==> src/rtl/nv_nvdla_sync_fifo_param.sv <==
// Parametrised single-clock flop-array FIFO with valid/ready handshake,
// runtime write limit, synchronous flush, occupancy and almost-full outputs.
module nv_nvdla_sync_fifo_param #(
  parameter  int unsigned DW        = 6,
  parameter  int unsigned DEPTH     = 128,
  parameter  int unsigned AF_MARGIN = 4,
  localparam int unsigned AW        = (DEPTH > 1) ? $clog2(DEPTH) : 1,
  localparam int unsigned CW        = $clog2(DEPTH + 1)
) (
  input  logic          clk,
  input  logic          reset,
  input  logic          wr_req,
  output logic          wr_ready,
  input  logic [DW-1:0] wr_data,
  output logic          rd_req,
  input  logic          rd_ready,
  output logic [DW-1:0] rd_data,
  input  logic          flush,
  input  logic [CW-1:0] wr_limit,
  output logic [CW-1:0] wr_count,
  output logic          almost_full
);

  localparam logic [CW-1:0] DEPTH_C  = CW'(DEPTH);
  localparam logic [CW-1:0] AF_LEVEL = CW'(DEPTH - AF_MARGIN);
  localparam logic [AW-1:0] LAST_PTR = AW'(DEPTH - 1);

  logic [DW-1:0] mem [DEPTH];
  logic [AW-1:0] wr_ptr;
  logic [AW-1:0] rd_ptr;
  logic [CW-1:0] count;
  logic [CW-1:0] lim;
  logic          push;
  logic          pop;

  // Zero or out-of-range limits fall back to the full depth.
  always_comb begin
    lim = DEPTH_C;
    if (wr_limit != '0 && wr_limit <= DEPTH_C) begin
      lim = wr_limit;
    end
  end

  // Handshake derived from registered occupancy only; rd_ready never feeds wr_ready.
  always_comb begin
    wr_ready    = !flush && (count < lim);
    rd_req      = (count != '0);
    rd_data     = rd_req ? mem[rd_ptr] : '0;
    wr_count    = count;
    almost_full = (count >= AF_LEVEL);
    push        = wr_req && wr_ready;
    pop         = rd_req && rd_ready && !flush;
  end

  // Pointer and occupancy state; flush wins over any concurrent pop.
  always_ff @(posedge clk or posedge reset) begin
    if (reset) begin
      wr_ptr <= '0;
      rd_ptr <= '0;
      count  <= '0;
    end else if (flush) begin
      wr_ptr <= '0;
      rd_ptr <= '0;
      count  <= '0;
    end else begin
      if (push) begin
        wr_ptr <= (wr_ptr == LAST_PTR) ? '0 : wr_ptr + AW'(1);
      end
      if (pop) begin
        rd_ptr <= (rd_ptr == LAST_PTR) ? '0 : rd_ptr + AW'(1);
      end
      if (push && !pop) begin
        count <= count + CW'(1);
      end else if (pop && !push) begin
        count <= count - CW'(1);
      end
    end
  end

  // Storage is intentionally left unreset.
  always_ff @(posedge clk) begin
    if (push) begin
      mem[wr_ptr] <= wr_data;
    end
  end

endmodule
==> config.mk <==
export PLATFORM = sky130hd
export DESIGN_NAME = nv_nvdla_sync_fifo_param
export DESIGN_NICKNAME = d
export VERILOG_FILES = /design/src/rtl/nv_nvdla_sync_fifo_param.sv
export SDC_FILE = /design/constraint.sdc
export NUM_CORES = 1
export LEC_CHECK = 0
export BUFFER_PORTS_ARGS = -buffer_cell sky130_fd_sc_hd__buf_2
export CAP_MARGIN = 20
export CELL_PAD_IN_SITES_DETAIL_PLACEMENT = 0
export CELL_PAD_IN_SITES_GLOBAL_PLACEMENT = 1
export CORE_MARGIN = 2
export CORE_UTILIZATION = 50
export DETAILED_ROUTE_END_ITERATION = 8
export GPL_ROUTABILITY_DRIVEN = 0
export HOLD_SLACK_MARGIN = 0.05
export PLACE_DENSITY_LB_ADDON = 0.15
export SKIP_CTS_REPAIR_TIMING = 1
export SLEW_MARGIN = 20
export SYNTH_ARGS = -nofsm -noshare
export SYNTH_HDL_FRONTEND = slang
export SYNTH_SLANG_ARGS = --single-unit
==> constraint.sdc <==
create_clock -name clk -period 3.9 [get_ports clk]
set_input_delay 0.39 -clock clk [delete_from_list [all_inputs] [get_ports clk]]
set_output_delay 0.39 -clock clk [all_outputs]
set_load 0.01 [all_outputs]
==> metrics.md <==
| Metric | Value |
|---|---|
| DIE HEIGHT | 254 um |
| Number of buffer and inverter instances along the worst setup path | 4 |
| Number of nets in the synthesized netlist | 1599 |
| Synthesized area divided by synthesized cell count | 19.9 um^2 |
| Final cycle utilization of the critical path | 0.979 |
| Share of synthesized registers carrying an async set or reset | 0.0278 |
| Worst hold path type | primary input to flop |
| Status | complete, no violations |
| Detailed-route vias per instance | 5.91 |
| Post-CTS clock slew at the launch and capture registers of the worst setup and hold paths | 0.06 ns |
| Initial DRC Count | 1375 |
| Critical path's slowest cell | mux4_2 |
| Leakage | 11.8 nW |
| Effective utilization at floorplan | 0.505 |
| Power Density | 561 mW/mm^2 |
| Worst ir drop on vdd | 376 uV |
| Routed wirelength normalized by instance count | 26.5 um |
| Diode insertion count for antenna repair | 0 |
| Skew final | 0.0195 ns |
| Final Hold Viols | 0 |
| Site row count | 91 |
| Data arrival, critical path | 3.43 ns |
| Mapped Cells | 1564 |
| Maximum number of pins on one net before global-route repair | 102 |
| EDFF count, synth | 768 |
| Synthesis Warnings | 0 |
| Leading cell types by total area after synthesis | edfxtp_1, mux4_2, nor2_1, dfrtp_1, a22oi_1 |
| Maximum frequency from static timing analysis | 262 MHz |
| MaxCap Viol Count | 0 |
| Overall Power | 20.5 mW |
| Portion of synthesized cell area occupied by the leading cell type | 0.739 |
| Maximum single-stage delay on the critical path | 0.51 ns |
| TNS Setup | 0 ns |
| Antenna violations before repair | 0 |
| Min Tclk post-route | 3.82 ns |
| Global route total overflow | 0 |
| Pin slew with the least headroom to its limit | 1.06 ns |
| GRT Total Usage | 0.225 |
| Most common cell in the netlist | edfxtp_1 |
| Aggregate routed wire length | 71400 um |
| Share of final-layout standard cells stronger than drive strength 1 | 0.315 |
| Die width | 254 um |
| Number of nets with antenna violations after detailed routing | 0 |
| Final Non-Filler Cells | 2692 |
| Cts bufs inserted | 81 |
| Area overhead of the layout relative to synthesis | 17.0% |
| Synth area leader | edfxtp_1 |
| First-pass GRT wire length | 105000 um |
| Number of global-route vias before repair | 16100 |
| Number of placed cells counting well taps | 2525 |
| Syn Std Cell Area | 0.0312 mm^2 |
| Routed vias | 15900 |
| Maximum buffer depth of the clock tree | 3 |
| Slew Limit Fails | 0 |
| Yosys reg bits | 790 |
| Share of the core filled with cells in the final layout | 0.591 |
| TritonCTS clock tree | done |
| Clock tree sinks | 790 |
| NumNets Final | 1831 |
| Synth cell count leaders | edfxtp_1, mux4_2, nor2_1 |
| Critical path's top delay family | compound AO/OA/AOI/OAI gates |
| Core Footprint | 0.0617 mm^2 |
| Endpoint required time on the critical path | 3.51 ns |
| Clock Latency Late Sink | 0.62 ns |
| Dpl hpwl | 43900 um |
| Root buffer cell | clkbuf_16 |
| DIE AREA | 0.0644 mm^2 |
| Number of port buffers | 35 |
| Max FO, Critical Path | 10 |
| Final Setup Violations | 0 |
| Prevailing post-synth register cell | edfxtp_1 |
| H-tree depth | 3 |
| Top-level port count | 36 |
| Number of optimization iterations in the first detailed-route pass | 5 |
| Launching element type of the critical path | flop |
| Worst slew margin relative to its limit | 0.295 |
| Netlist cell types | 49 |
| Sequential fraction of the synthesis area | 0.757 |
| Critical path endpoint category | output port |
| DRC violations left | 0 |
| CP cell instances | buf_4, clkbuf_16, mux4_2, a22o_1, a221oi_1, o22ai_1, nor3_2, buf_4, o22ai_1, buf_2 |
| Setup CP Type | flop to output port |
tightest hold or removal path, stage by stage:
cell and delay, ns:
buf_2 0.09, buf_4 0.27, a21oi_1 0.06
where the power goes:
part	internal, mW	switching [mW]
combinational	1.75	1.86
clock	4.33	3.08
sequential	9.37	0.0927
cells by family after synthesis:
family	count (synthesis)	share of synthesized area
flip-flops	790	0.757
AND/OR/NAND/NOR	273	0.0393
multiplexers	193	0.139
AO/OA/AOI/OAI	181	0.0413
buffers and inverters	101	0.0136
adder cells (fa/ha/maj)	16	0.00666
XOR/XNOR	10	0.00329
routing by layer:
| metal | up-vias | track usage | part of all wire | routed length (um) |
|---|---|---|---|---|
| li1 | 6923 | - | - | - |
| met1 | 8354 | 0.326 | 0.43 | 30800 |
| met2 | 508 | 0.349 | 0.48 | 34100 |
| met3 | 128 | 0.0431 | 0.062 | 4440 |
| met4 | 0 | 0.0750 | 0.030 | 2170 |
| met5 | - | 0 | 0 | 0 |
stage by stage:
step	cell area, um^2	hold WS, ns	worst slack [ns]
finish	36500	0.251	0.0825
detailed placement	33500	0.627	-0.00787
global route	36500	0.242	-0.00816
CTS	36100	-0.0191	-0.258
global placement	33500	0.617	0.0247
floorplan	31200	0.379	0.155
cell usage in the layout, fill, tap and decap left out, types with 6 or more instances in the layout:
master | synthesis | final
or2_1 | 7 | 7
clkinv_2 | 0 | 14
o22ai_1 | 18 | 14
dfrtp_1 | 22 | 20
ha_1 | 15 | 15
mux4_2 | 192 | 192
a221oi_1 | 24 | 13
or3_1 | 6 | 6
nand2b_1 | 13 | 13
o21ai_0 | 9 | 9
nand3b_1 | 6 | 6
edfxtp_1 | 768 | 768
clkbuf_16 | 0 | 89
a21o_1 | 6 | 6
buf_4 | 0 | 192
a22oi_1 | 48 | 43
a221oi_2 | 0 | 11
clkinv_1 | 0 | 16
buf_2 | 30 | 29
nor3_1 | 16 | 14
nand2_1 | 37 | 37
a21oi_1 | 38 | 38
inv_1 | 8 | 7
buf_6 | 1 | 9
clkbuf_1 | 51 | 17
nor2_1 | 151 | 148
nand3_1 | 11 | 11
a22o_1 | 24 | 24
final cells by class:
class	count	area, um^2
multi-input cells	673	7320
fillers	4630	25200
clock buffers	103	2220
inverters	8	30.0
well taps	837	1050
repair buffers	242	1940
flip-flops and latches	790	23600
clock inverters	39	322
state kept, by name, summed over array words and instances, names as in the netlist:
register / count
wr_ptr: 7
rd_ptr: 7
mem: 768
wr_count: 8
worst paths after layout:
| path | from | to | slack, ns | depth (start not counted) |
|---|---|---|---|---|
| hold reg to reg | wr_count[5] | wr_count[5] | 0.63 | 2 |
| hold / removal | flush | wr_count[5] | 0.25 | 3 |
| setup / recovery | rd_ptr[0] | rd_data[4] | 0.08 | 10 |
| setup reg to reg | wr_count[5] | wr_count[7] | 0.23 | 15 |
| min in group asynchronous | reset | wr_count[7] | 0.55 | 3 |
| max in group asynchronous | reset | rd_ptr[1] | 2.65 | 3 |
(Power assumes the default switching activity.)
